[src/rtl/red_pitaya_pfd_pkg.sv]
// -----------------------------------------------------------------------------
// red_pitaya_pfd_pkg
// Shared definitions for the phase-frequency detector front end and the PFD
// integrator.
//   ADC_W               : ADC sample width (14-bit signed)
//   DIVBITS_DEF         : default prescaler ratio / edge counter width
//   GLITCHBITS_DEF      : default deglitch length / run counter width
//   sample_t            : 14-bit signed sample, also the integrator output type
//   thr_valid()         : true when the hysteresis window is well formed
// -----------------------------------------------------------------------------
package red_pitaya_pfd_pkg;

    localparam int ADC_W          = 14;
    localparam int DIVBITS_DEF    = 8;
    localparam int GLITCHBITS_DEF = 4;

    typedef logic signed [ADC_W-1:0] sample_t;

    // An inverted window (lo above hi) would make both switching conditions
    // true at once, so the comparator is frozen instead.
    function automatic logic thr_valid(input sample_t lo, input sample_t hi);
        return (lo <= hi);
    endfunction

endpackage

[src/rtl/red_pitaya_pfd_digitizer_ch.sv]
// -----------------------------------------------------------------------------
// red_pitaya_pfd_digitizer_ch
// One digitizer channel: input register, hysteresis comparator with deglitch
// run counter, and an optional divide-by-2N edge prescaler.
// Ports:
//   clk_i       system clock
//   rst_i       synchronous reset, active-high
//   dat_i       signed ADC sample
//   thr_hi_i    upper threshold (signed)
//   thr_lo_i    lower threshold (signed)
//   deglitch_i  required run length minus 1
//   div_i       prescale ratio N, 0 = bypass
//   cmp_o       comparator state (stage 2)
//   s_o         square-wave output (stage 3)
// -----------------------------------------------------------------------------
module red_pitaya_pfd_digitizer_ch
    import red_pitaya_pfd_pkg::*;
#(
    parameter int DIVBITS    = DIVBITS_DEF,
    parameter int GLITCHBITS = GLITCHBITS_DEF
) (
    input  logic                  clk_i,
    input  logic                  rst_i,
    input  logic signed [ADC_W-1:0] dat_i,
    input  logic signed [ADC_W-1:0] thr_hi_i,
    input  logic signed [ADC_W-1:0] thr_lo_i,
    input  logic [GLITCHBITS-1:0] deglitch_i,
    input  logic [DIVBITS-1:0]    div_i,
    output logic                  cmp_o,
    output logic                  s_o
);

    // Stage 1
    sample_t               r_dat;
    // Stage 2
    logic [GLITCHBITS-1:0] r_run;
    logic                  r_cmp;
    // Stage 3
    logic                  r_cmp_d;
    logic [DIVBITS-1:0]    r_edge_cnt;
    logic                  r_s;

    logic                  w_thr_ok;
    logic                  w_qual;
    logic                  w_switch;
    logic [GLITCHBITS-1:0] w_run_inc;
    logic                  w_rise;
    logic [DIVBITS:0]      w_edge_inc;
    logic                  w_div_hit;

    assign w_thr_ok  = thr_valid(thr_lo_i, thr_hi_i);
    // Strict compares: a sample sitting exactly on a threshold never counts.
    assign w_qual    = r_cmp ? (r_dat < thr_lo_i) : (r_dat > thr_hi_i);
    // >= so that shrinking deglitch_i below the running count switches at once.
    assign w_switch  = w_qual && (r_run >= deglitch_i);
    assign w_run_inc = (&r_run) ? r_run : r_run + GLITCHBITS'(1);

    assign w_rise     = r_cmp & ~r_cmp_d;
    // One extra bit so the increment can never wrap before the compare.
    assign w_edge_inc = {1'b0, r_edge_cnt} + (DIVBITS+1)'(1);
    assign w_div_hit  = (w_edge_inc >= {1'b0, div_i});

    always_ff @(posedge clk_i) begin
        if (rst_i) begin
            r_dat <= '0;
        end else begin
            r_dat <= dat_i;
        end
    end

    always_ff @(posedge clk_i) begin
        if (rst_i) begin
            r_run <= '0;
            r_cmp <= 1'b0;
        end else if (!w_thr_ok) begin
            r_run <= '0;
        end else if (w_switch) begin
            r_cmp <= ~r_cmp;
            r_run <= '0;
        end else if (w_qual) begin
            r_run <= w_run_inc;
        end else begin
            r_run <= '0;
        end
    end

    // In divide mode r_s is the toggle flop itself, so it moves only on a
    // counted edge and lands on the same cycle a bypassed copy of cmp would.
    always_ff @(posedge clk_i) begin
        if (rst_i) begin
            r_cmp_d    <= 1'b0;
            r_edge_cnt <= '0;
            r_s        <= 1'b0;
        end else begin
            r_cmp_d <= r_cmp;
            if (div_i == '0) begin
                r_edge_cnt <= '0;
                r_s        <= r_cmp;
            end else if (w_rise) begin
                if (w_div_hit) begin
                    r_edge_cnt <= '0;
                    r_s        <= ~r_s;
                end else begin
                    r_edge_cnt <= w_edge_inc[DIVBITS-1:0];
                end
            end
        end
    end

    assign cmp_o = r_cmp;
    assign s_o   = r_s;

endmodule

[src/rtl/red_pitaya_pfd_digitizer.sv]
// -----------------------------------------------------------------------------
// red_pitaya_pfd_digitizer
// Converts two signed ADC streams into square waves for the PFD s1/s2 inputs.
// Both channels share thresholds and deglitch length; prescalers are separate.
// Ports:
//   clk_i, rst_i            clock, synchronous active-high reset
//   dat_a_i, dat_b_i        signed channel samples
//   thr_hi_i, thr_lo_i      shared hysteresis thresholds (signed)
//   deglitch_i              shared run length minus 1
//   div_a_i, div_b_i        per-channel prescale ratio, 0 = bypass
//   cmp_a_o, cmp_b_o        comparator states (debug)
//   s1_o, s2_o              square waves to the PFD
// -----------------------------------------------------------------------------
module red_pitaya_pfd_digitizer
    import red_pitaya_pfd_pkg::*;
#(
    parameter int DIVBITS    = DIVBITS_DEF,
    parameter int GLITCHBITS = GLITCHBITS_DEF
) (
    input  logic                    clk_i,
    input  logic                    rst_i,
    input  logic signed [ADC_W-1:0] dat_a_i,
    input  logic signed [ADC_W-1:0] dat_b_i,
    input  logic signed [ADC_W-1:0] thr_hi_i,
    input  logic signed [ADC_W-1:0] thr_lo_i,
    input  logic [GLITCHBITS-1:0]   deglitch_i,
    input  logic [DIVBITS-1:0]      div_a_i,
    input  logic [DIVBITS-1:0]      div_b_i,
    output logic                    cmp_a_o,
    output logic                    cmp_b_o,
    output logic                    s1_o,
    output logic                    s2_o
);

    sample_t            w_dat [2];
    logic [DIVBITS-1:0] w_div [2];
    logic               w_cmp [2];
    logic               w_s   [2];

    assign w_dat[0] = dat_a_i;
    assign w_dat[1] = dat_b_i;
    assign w_div[0] = div_a_i;
    assign w_div[1] = div_b_i;

    generate
        for (genvar gi = 0; gi < 2; gi++) begin : g_ch
            red_pitaya_pfd_digitizer_ch #(
                .DIVBITS    (DIVBITS),
                .GLITCHBITS (GLITCHBITS)
            ) u_ch (
                .clk_i      (clk_i),
                .rst_i      (rst_i),
                .dat_i      (w_dat[gi]),
                .thr_hi_i   (thr_hi_i),
                .thr_lo_i   (thr_lo_i),
                .deglitch_i (deglitch_i),
                .div_i      (w_div[gi]),
                .cmp_o      (w_cmp[gi]),
                .s_o        (w_s[gi])
            );
        end
    endgenerate

    assign cmp_a_o = w_cmp[0];
    assign cmp_b_o = w_cmp[1];
    assign s1_o    = w_s[0];
    assign s2_o    = w_s[1];

endmodule

[config.mk]
export PLATFORM = sky130hd
export DESIGN_NAME = red_pitaya_pfd_digitizer
export DESIGN_NICKNAME = d
export VERILOG_FILES = /design/src/rtl/red_pitaya_pfd_pkg.sv /design/src/rtl/red_pitaya_pfd_digitizer_ch.sv /design/src/rtl/red_pitaya_pfd_digitizer.sv
export SDC_FILE = /design/constraint.sdc
export NUM_CORES = 1
export LEC_CHECK = 0
export ABC_AREA = 1
export BUFFER_PORTS_ARGS = -buffer_cell sky130_fd_sc_hd__buf_4
export CORE_MARGIN = 3
export CORE_UTILIZATION = 57
export DETAILED_ROUTE_END_ITERATION = 8
export PLACE_DENSITY_LB_ADDON = 0.3
export RECOVER_POWER = 100
export REMOVE_ABC_BUFFERS = 1
export SLEW_MARGIN = 15
export SYNTH_ARGS = -nofsm -noshare
export SYNTH_HDL_FRONTEND = slang
export SYNTH_SLANG_ARGS = --single-unit
[constraint.sdc]
create_clock -name clk_i -period 3.2 [get_ports clk_i]
set_clock_uncertainty 0.2 [all_clocks]
set_input_delay 0.64 -clock clk_i [delete_from_list [all_inputs] [get_ports clk_i]]
set_output_delay 0.64 -clock clk_i [all_outputs]
set_load 0.01 [all_outputs]
==> flow_summary_export.csv, run 1 <==
group,metric,value,unit
final_layout,most-common-layout-cells,"nand2_1 (151), inv_1 (142), ha_1 (96), nor2_1 (81), buf_4 (75)",
clock_network,postCtsHoldBufs,0,
final_layout,syn2layout_area_growth,19.3,%
final_layout,final_cell_area,0.00563,mm²
floorplanning,pin_count,82,
final_layout,nets,945,
floorplanning,rows,32,
sta,max_slew_margin,-10.0,%
yosys,synth-xor-area-share,2.60,%
sta,period_share,86.0,%
setup_path,worstRegToRegCells,13,
clock_network,cts.sinks,58,
setup_path,cp-start-kind,"flip-flop",
yosys,synth_mux_area_share,0.424,%
placed_design,portBuffers,81,
global_routing,grt_first_pass_wirelength,18.4,mm
yosys,synth_fa_ha_area_share,25.5,%
setup_path,rr_endpoint,"g_ch[1].u_ch.s_o$_SDFFE_PP0P_",
floorplanning,die_y,97.0,µm
yosys,syn_area_per_cell,6.91,µm²
global_routing,grt.total_usage,23.1,%
detailed_routing,detail-route-antenna-nets,0,
setup_path,worstPathCellList,"nand3_2, nand3b_1, nand3b_1, xor2_1, inv_1, ha_1, nand3_1, nor3_1, nor3b_1, and2_0, nand2_1, nand3_1, a21oi_1",
detailed_routing,drc,0,
detailed_routing,drt_iter0_drc,163,
setup_path,crit_path_start,"g_ch[1].u_ch.r_edge_cnt[0]$_SDFFE_PP0P_",
global_routing,grt_overflow,0,
final_layout,fin_cells,878,
detailed_routing,avgViaCountPerCell,5.04,
hold_path,hold_start,"g_ch[1].u_ch.s_o$_SDFFE_PP0P_",
setup_path,r2r-start,"g_ch[1].u_ch.r_edge_cnt[0]$_SDFFE_PP0P_",
clock_network,path_clk_slew,60,ps
clock_network,cts_buffers,9,
global_routing,antenna_found_initial,0,
sta,setup_viol_count_final,0,
detailed_routing,totalWireLength,10.7,mm
power_and_ir_drop,powerDensity,338,mW/mm²
sta,slew_violations,37,
final_layout,post-route-util,71.4,%
setup_path,arrival,2700,ps
sta,max_freq,363,MHz
yosys,synth_simple_gate_area_share,27.1,%
yosys,synth_compound_gate_area_share,8.04,%
clock_network,clk_path_buf_depth,2,
floorplanning,initial_core_util,59.8,%
setup_path,cp-end-kind,"flip-flop",
floorplanning,die_w,97.0,µm
clock_network,cts.htree.levels,3,
final_layout,drive_gt1_share,13.0,%
yosys,netlist_instances,683,
clock_network,cts_setup_buffers,0,
sta,final_hold_viol_count,0,
sta,min_period,2750,ps
yosys,synth_cell_types,30,
clock_network,cts-root-buf,"clkbuf_8",
sta,grt_setup_unrepaired,"false",
final_layout,antenna_cells,0,
setup_path,reg2reg_setup_slack,450,ps
detailed_routing,wl_per_cell,12.2,µm
clock_network,cts_tree,"yes",
run,cap_violations,1,
yosys,synth_seq_cells,58,
global_routing,grt_pass1_vias,4442,
placed_design,dp_hpwl,8.96,mm
hold_path,holdPathEnd,"g_ch[1].u_ch.s_o$_SDFFE_PP0P_",
final_layout,mostFrequentLayoutCell,"nand2_1",
setup_path,cp_slowest_cell,"dfxtp_1",
detailed_routing,drt_pass1_iterations,4,
placed_design,gp_congestion,0.951,
global_routing,grt_max_degree,37,
clock_network,clock_latency,340,ps
yosys,seq_area_frac_synth,24.6,%
run_status,status,"finished with violations",
power_and_ir_drop,p_leak,3.28,nW
detailed_routing,num_vias,4422,
power_and_ir_drop,ir_drop,0.320,mV
sta,totalNegativeSetupSlack,0,ps
floorplanning,coreArea,0.00789,mm²
clock_network,cts_resized,0,
setup_path,worstPathMaxFanout,4,
yosys,ys_warn_count,0,
setup_path,critPathKind,"flip-flop to flip-flop",
sta,tightest_slew,1650,ps
floorplanning,dieArea,0.00941,mm²
setup_path,required,3140,ps
hold_path,hold_class,"flip-flop to flip-flop",
run_status,failed_checks,"capacitance limit, slew limit",
yosys,syn_area,0.00472,mm²
hold_path,whs_path_depth,2,
placed_design,dpl_cell_area,0.00544,mm²
yosys,synth_top_family_by_area,"simple AND/OR/NAND/NOR gates",
placed_design,dp_cells,862,
setup_path,crit_path_max_incr_delay,410,ps
[how the worst max path moves through the flow]
stage                                                   end
floorplan           g_ch[0].u_ch.r_edge_cnt[3]$_SDFFE_PP0P_
global placement    g_ch[0].u_ch.r_edge_cnt[7]$_SDFFE_PP0P_
detailed placement  g_ch[0].u_ch.r_edge_cnt[3]$_SDFFE_PP0P_
CTS                 g_ch[0].u_ch.r_edge_cnt[5]$_SDFFE_PP0P_
global route                  g_ch[1].u_ch.s_o$_SDFFE_PP0P_
finish                        g_ch[1].u_ch.s_o$_SDFFE_PP0P_
[metrics by stage]
step | hold WS [ps] | total power [W] | worst slack, ps
floorplan | 265 | 0.00101 | 851
global placement | 265 | 0.00115 | 649
detailed placement | 269 | 0.00117 | 551
CTS | 280 | 0.00191 | 508
global route | 297 | 0.00201 | 167
finish | 276 | 0.00190 | 449
[report_power, final]
group | internal (W) | switching, W | total [W]
sequential | 0.000747 | 0.0000201 | 0.000767
clock | 0.000457 | 0.000292 | 0.000749
combinational | 0.000176 | 0.000209 | 0.000385
total | 0.00138 | 0.000520 | 0.00190
[routing by layer]
metal  vias to the layer above  global-route usage [%]  part of all wire [%]
met5                         -                       0                     0
met4                         0                    7.88                   2.0
met3                        20                    5.26                   4.5
met2                        95                    42.3                    50
met1                      1966                    26.3                    44
li1                       2341                       -                     -
[sequential cells by signal, summed over array words and instances (netlist names)]
signal,cells
g_ch.u_ch.r_dat,28
g_ch.u_ch.r_edge_cnt,16
g_ch.u_ch.r_run,8
g_ch.u_ch.cmp_o,2
g_ch.u_ch.r_cmp_d,2
g_ch.u_ch.s_o,2
[logic make-up after synthesis]
logic type,after synthesis
adder cells (fa/ha/maj),96
AO/OA/AOI/OAI,66
XOR/XNOR,14
AND/OR/NAND/NOR,299
flip-flops,58
buffers and inverters,148
multiplexers,2
[Yosys cell counts]
cell | n | area share (%)
nand2_1 | 151 | 12
inv_1 | 142 | 11
ha_1 | 96 | 25
nor2_1 | 81 | 6.4
dfxtp_1 | 58 | 25
a21oi_1 | 46 | 4.9
nand3_1 | 38 | 4.0
nand4_1 | 11 | 1.5
xor2_1 | 11 | 2.0
o21ai_0 | 8 | 0.85
o21bai_1 | 5 | 0.80
clkbuf_1 | 4 | 0.32
nand3b_1 | 4 | 0.64
xnor2_1 | 3 | 0.56
and2_4 | 2 | 0.37
and3_1 | 2 | 0.27
inv_2 | 2 | 0.16
mux2i_1 | 2 | 0.42
nand3_2 | 2 | 0.42
nor2_2 | 2 | 0.27
nor3_1 | 2 | 0.21
o211ai_1 | 2 | 0.32
o21ai_4 | 2 | 0.69
a21boi_0 | 1 | 0.16
a21o_1 | 1 | 0.16
a21oi_2 | 1 | 0.19
and2_1 | 1 | 0.13
nand3b_4 | 1 | 0.42
nand4_2 | 1 | 0.27
nor3b_1 | 1 | 0.16
[area by class of cell]
type / instances / area (µm²)
sequential: 58 / 1160
tap: 102 / 128
fill: 675 / 2260
inverter: 144 / 541
multi-input combinational: 477 / 2990
timing repair buffer: 81 / 589
clock buffer: 11 / 141
clock inverter: 5 / 77.6
[worst max-delay path, delay by kind of cell (launching register included)]
kind	cells	cell delay, ps
compound gates	1	60
buf+inv	1	70
fa+ha+maj	1	290
flops	1	410
xor+xnor	1	140
simple gates	9	1400
(Power assumes the default switching activity.)
==> inputs of run 2 (changes only) <==
Settings changed: PLACE_DENSITY set to 0.81, PLACE_DENSITY_LB_ADDON 0.3 to not set.
==> run 2 against run 1 <==
The flow still finishes with violations (capacitance limit, slew limit). Count of clock-buffer cells in the layout is 2 lower. Via count is 0.43% lower. Die area stayed put. Hold slack gained 4.7 ps. Register-to-register slack gained 20 ps. Non-clock buffer count unchanged. Critical path type unchanged. Critical endpoint is now g_ch[0].u_ch.r_edge_cnt[6]$_SDFFE_PP0P_. Largest cell class unchanged. Largest power group unchanged.
==> flow_summary_export.csv, run 2 (synthesized netlist as in run 1, its figures left out) <==
group,metric,value,unit
setup_path,critPathKind,"flip-flop to flip-flop",
power_and_ir_drop,powerDensity,310,mW/mm²
setup_path,worstPathMaxFanout,6,
sta,tightest_slew,1590,ps
detailed_routing,num_vias,4403,
final_layout,register_area,0.00116,mm²
clock_network,postCtsHoldBufs,0,
clock_network,clock_latency,340,ps
floorplanning,coreArea,0.00789,mm²
global_routing,grt.total_usage,23.0,%
sta,hold_slack,280,ps
sta,grt_setup_unrepaired,"false",
detailed_routing,drt_pass1_iterations,4,
sta,max_freq,366,MHz
power_and_ir_drop,p_leak,3.25,nW
clock_network,cts_buffers,9,
final_layout,regMostFlops,"g_ch.u_ch.r_dat",
clock_network,cts-root-buf,"clkbuf_8",
sta,max_slew_margin,-6.25,%
global_routing,grt_pass1_vias,4408,
power_and_ir_drop,ir_drop,0.233,mV
clock_network,clk_path_buf_depth,2,
final_layout,largest_reg_flops,28,
sta,setup_viol_count_final,0,
detailed_routing,avgViaCountPerCell,5.01,
final_layout,top_regs,"g_ch.u_ch.r_dat: 28 flops, g_ch.u_ch.r_edge_cnt: 16 flops, g_ch.u_ch.r_run: 8 flops",
placed_design,portBuffers,81,
setup_path,required,3220,ps
sta,setup_ws,470,ps
run_status,failed_checks,"capacitance limit, slew limit",
detailed_routing,drt_iter0_drc,91,
run,cap_violations,1,
run_status,status,"finished with violations",
clock_network,cts.sinks,58,
final_layout,syn2layout_area_growth,18.2,%
sta,totalNegativeSetupSlack,0,ps
final_layout,multi_input_area,0.00299,mm²
final_layout,antenna_cells,0,
sta,slew_violations,37,
clock_network,cts_tree,"yes",
final_layout,mostFrequentLayoutCell,"nand2_1",
floorplanning,pin_count,82,
clock_network,cts.htree.levels,3,
final_layout,n_fill_cell,659,
sta,final_hold_viol_count,0,
clock_network,cts_setup_buffers,0,
global_routing,grt_max_degree,37,
detailed_routing,wl_per_cell,12.2,µm
floorplanning,dieArea,0.00941,mm²
placed_design,preCtsSetupSlack,568,ps
clock_network,cts_resized,0,
final_layout,most-common-layout-cells,"nand2_1 (151), inv_1 (142), ha_1 (96), nor2_1 (81), buf_4 (75)",
detailed_routing,totalWireLength,10.8,mm
floorplanning,die_y,97.0,µm
placed_design,gp_congestion,0.916,
detailed_routing,drc,0,
sta,min_period,2730,ps
detailed_routing,detail-route-antenna-nets,0,
final_layout,nets,945,
floorplanning,rows,32,
hold_path,hold_class,"flip-flop to flip-flop",
setup_path,arrival,2750,ps
clock_network,path_clk_slew,70,ps
floorplanning,die_w,97.0,µm
setup_path,cp-start-kind,"flip-flop",
sta,period_share,85.3,%
global_routing,grt_first_pass_wirelength,18.1,mm
final_layout,drive_gt1_share,13.1,%
power_and_ir_drop,finalPower,0.00173,W
floorplanning,initial_core_util,59.8,%
setup_path,cp-end-kind,"flip-flop",
global_routing,antenna_found_initial,0,
placed_design,dp_hpwl,9.03,mm
global_routing,grt_overflow,0,
## run 2: cell types whose count changed in the layout (fill, tap and decap cells not counted)
| cell | before | now |
|---|---|---|
| clkinvlp_4 | 1 | 3 |
| clkbuf_4 | 1 | 0 |
| clkbuf_8 | 10 | 9 |
| and2_4 | 0 | 1 |
| clkinv_2 | 2 | 3 |
| and2_0 | 2 | 1 |
| bufinv_16 | 2 | 0 |
| clkinv_4 | 0 | 1 |
## run 2: critical path, cell delays in order, from the launching register on
cell and delay [ps]:
dfxtp_1 420, ha_1 200, nand2_1 60, inv_1 100, nand4_1 120, xor2_1 160
inv_1 70, ha_1 290, nand2_1 50, inv_1 60, and3_1 170, nand2_1 50
nand3_1 80, nand2_1 70, and2_0 220, o21ai_4 220, a21oi_1 60
## run 2: worst paths after layout
| check | from | endpoint | slack (ps) | cells past startpoint |
|---|---|---|---|---|
| setup / recovery | g_ch[0].u_ch.r_edge_cnt[0]$_SDFFE_PP0P_ | g_ch[0].u_ch.r_edge_cnt[6]$_SDFFE_PP0P_ | 470 | 16 |
| setup reg to reg | g_ch[0].u_ch.r_edge_cnt[0]$_SDFFE_PP0P_ | g_ch[0].u_ch.r_edge_cnt[6]$_SDFFE_PP0P_ | 470 | 16 |
| hold reg to reg | g_ch[0].u_ch.s_o$_SDFFE_PP0P_ | g_ch[0].u_ch.s_o$_SDFFE_PP0P_ | 280 | 2 |
| hold / removal | g_ch[0].u_ch.s_o$_SDFFE_PP0P_ | g_ch[0].u_ch.s_o$_SDFFE_PP0P_ | 280 | 2 |
## run 2: final cells by class
class	count	area share, %
Multi-Input combinational cell	477	53.7
Timing Repair Buffer	81	10.5
Clock inverter	7	0.830
Clock buffer	9	2.22
Tap cell	102	2.29
Sequential cell	58	20.8
Inverter	144	9.69
## run 2: routing by layer
metal  up-vias  wire length (µm)  global-route usage (%)
li1       2339                 -                       -
met1      1935              4430                    25.4
met2       101              5510                    42.0
met3        28               482                    5.19
met4         0               330                    9.40
met5         -                 0                       0
## run 2: metrics by stage
| stage | instances | utilization [%] | cell area [µm²] |
|---|---|---|---|
| after global routing | 878 | 70.7 | 5580 |
| after detailed placement | 862 | 69.0 | 5440 |
| final | 878 | 70.7 | 5580 |
| after CTS | 878 | 71.1 | 5610 |
| after floorplan | 679 | - | 4700 |
| after global placement | 862 | 69.0 | 5440 |
## run 2: report_power, final
group / switching, W / total (W) / leakage (nW) / internal (W)
logic: 0.000207 / 0.000382 / 2.69 / 0.000175
registers: 0.0000195 / 0.000766 / 0.475 / 0.000747
clock network: 0.000306 / 0.000583 / 0.0810 / 0.000277
==> inputs of run 3 (changes only) <==
Settings changed: CORE_UTILIZATION 57 to 56, HOLD_SLACK_MARGIN set to 0.15, PLACE_DENSITY 0.81 to 0.8.
==> run 3 against run 2 <==
The run still ends with capacitance limit, slew limit left. Critical path depth unchanged. First-iteration DRC count increased by 92%. Sequential share of layout area decreased by 0.12 points. Die area increased by 1.7%. Sequential power about the same. Count of clock-buffer cells in the layout increased by 1. Non-clock buffer count unchanged. Clock power increased by 20%. Cell count unchanged.
==> flow_summary_export.csv, run 3 (synthesized netlist as in run 1, its figures left out) <==
group,metric,value,unit
global_routing,grt.total_usage,23.5,%
sta,period_share,85.5,%
placed_design,gp_congestion,1.08,
global_routing,grt_pass1_vias,4473,
floorplanning,rows,32,
clock_network,postCtsHoldBufs,0,
detailed_routing,num_vias,4516,
detailed_routing,drt_iter0_drc,175,
setup_path,worstPathMaxFanout,6,
final_layout,regMostFlops,"g_ch.u_ch.r_dat",
global_routing,grt_max_degree,37,
power_and_ir_drop,p_int,0.00130,W
final_layout,mostFrequentLayoutCell,"nand2_1",
global_routing,grt_overflow,0,
clock_network,cts_resized,0,
run_status,failed_checks,"capacitance limit, slew limit",
final_layout,drive_gt1_share,13.1,%
sta,min_period,2740,ps
detailed_routing,wl_per_cell,12.8,µm
detailed_routing,drt_pass1_iterations,7,
global_routing,antenna_found_initial,0,
power_and_ir_drop,pwr-share-comb,20.9,%
hold_path,hold_class,"input port to flip-flop",
setup_path,arrival,2800,ps
global_routing,grt_first_pass_wirelength,18.7,mm
run_status,status,"finished with violations",
clock_network,clk_path_buf_depth,2,
power_and_ir_drop,powerDensity,330,mW/mm²
setup_path,cp-end-kind,"flip-flop",
final_layout,nets,945,
floorplanning,coreArea,0.00797,mm²
floorplanning,dieArea,0.00956,mm²
clock_network,cts_tree,"yes",
power_and_ir_drop,p_seq_share,41.4,%
floorplanning,initial_core_util,59.2,%
floorplanning,die_y,97.8,µm
setup_path,cp-start-kind,"flip-flop",
power_and_ir_drop,ir_drop,0.213,mV
final_layout,largest_reg_flops,28,
sta,final_hold_viol_count,0,
sta,setup_viol_count_final,0,
detailed_routing,avgViaCountPerCell,5.14,
sta,grt_setup_unrepaired,"false",
clock_network,cts.sinks,58,
clock_network,cts_setup_buffers,0,
power_and_ir_drop,clockPowerShare,37.7,%
clock_network,cts.htree.levels,3,
sta,totalNegativeSetupSlack,0,ps
sta,setup_ws,464,ps
final_layout,antenna_cells,0,
floorplanning,die_w,97.8,µm
floorplanning,pin_count,82,
power_and_ir_drop,finalPower,0.00185,W
detailed_routing,detail-route-antenna-nets,0,
sta,tightest_slew,1720,ps
clock_network,cts_buffers,9,
placed_design,portBuffers,81,
final_layout,n_fill_cell,729,
final_layout,syn2layout_area_growth,18.9,%
power_and_ir_drop,p_leak,3.27,nW
sta,hold_slack,294,ps
final_layout,most-common-layout-cells,"nand2_1 (151), inv_1 (142), ha_1 (96), nor2_1 (81), buf_4 (76)",
sta,max_slew_margin,-14.5,%
placed_design,dp_hpwl,9.19,mm
sta,slew_violations,37,
final_layout,register_area,0.00116,mm²
setup_path,critPathKind,"flip-flop to flip-flop",
clock_network,cts-root-buf,"clkbuf_8",
setup_path,required,3260,ps
final_layout,top_regs,"g_ch.u_ch.r_dat: 28 flops, g_ch.u_ch.r_edge_cnt: 16 flops, g_ch.u_ch.r_run: 8 flops",
run,cap_violations,1,
detailed_routing,totalWireLength,11.2,mm
placed_design,preCtsSetupSlack,580,ps
sta,max_freq,366,MHz
final_layout,multi_input_area,0.00299,mm²
power_and_ir_drop,power_switching_share,29.6,%
detailed_routing,drc,0,
clock_network,path_clk_slew,80,ps
power_and_ir_drop,power.switching,0.000548,W
clock_network,clock_latency,340,ps
run 3: changes by cell type in the layout (fill, tap and decap cells not counted):
cell,change
nand3_2,-1
clkbuf_1,-1
clkbuf_8,+1
bufinv_16,+1
nand3_1,+1
buf_4,+1
clkinv_2,-2
run 3: layer usage:
metal / global-route usage (%) / part of all wire [%] / up-vias
met1: 25.3 / 42 / 2019
li1: - / - / 2333
met5: 0 / 0 / -
met2: 44.2 / 50 / 129
met4: 10.1 / 3.3 / 0
met3: 5.00 / 5.2 / 35
run 3: layout make-up:
class	instances	area share, %
repair buffers	81	10.5
multi-input cells	477	53.3
flip-flops and latches	58	20.7
inverters	144	9.63
clock buffers	10	2.45
well taps	102	2.27
clock inverters	6	1.18
run 3: power groups by stage:
stage	combinational, W	sequential (W)	clock [W]
after detailed placement	0.000386	0.000782	0
after CTS	0.000389	0.000766	0.000709
final	0.000387	0.000766	0.000698
after global placement	0.000367	0.000782	0
after global routing	0.000447	0.000768	0.000734
after floorplan	0.000232	0.000776	0
run 3: critical path, stage by stage (launching register included):
cell and delay (ps):
dfxtp_1 420, ha_1 200, nand2_1 60, inv_1 100, nand4_1 130, xor2_1 160, inv_1 80, ha_1 290
nand2_1 70, inv_1 50, and3_1 150, nand4_1 70, nand2_1 60, nor2_1 130, and2_0 270, o21ai_4 100
a21oi_1 140
run 3: path summary, 6_finish.rpt:
kind	slack, ps	startpoint	depth (start not counted)	end
max	460	g_ch[0].u_ch.r_edge_cnt[0]$_SDFFE_PP0P_	16	g_ch[0].u_ch.r_edge_cnt[6]$_SDFFE_PP0P_
min	290	dat_a_i[11]	3	g_ch[0].u_ch.r_dat[11]$_SDFF_PP0_
max reg2reg	460	g_ch[0].u_ch.r_edge_cnt[0]$_SDFFE_PP0P_	16	g_ch[0].u_ch.r_edge_cnt[6]$_SDFFE_PP0P_
min reg2reg	300	g_ch[1].u_ch.r_edge_cnt[1]$_SDFFE_PP0P_	2	g_ch[1].u_ch.r_edge_cnt[1]$_SDFFE_PP0P_
run 3: stage by stage:
| stage | instance area, µm² | instances | utilization (%) |
|---|---|---|---|
| floorplan | 4700 | 679 | - |
| global placement | 5440 | 862 | 68.3 |
| detailed placement | 5440 | 862 | 68.3 |
| CTS | 5640 | 878 | 70.8 |
| global route | 5610 | 878 | 70.4 |
| finish | 5610 | 878 | 70.4 |
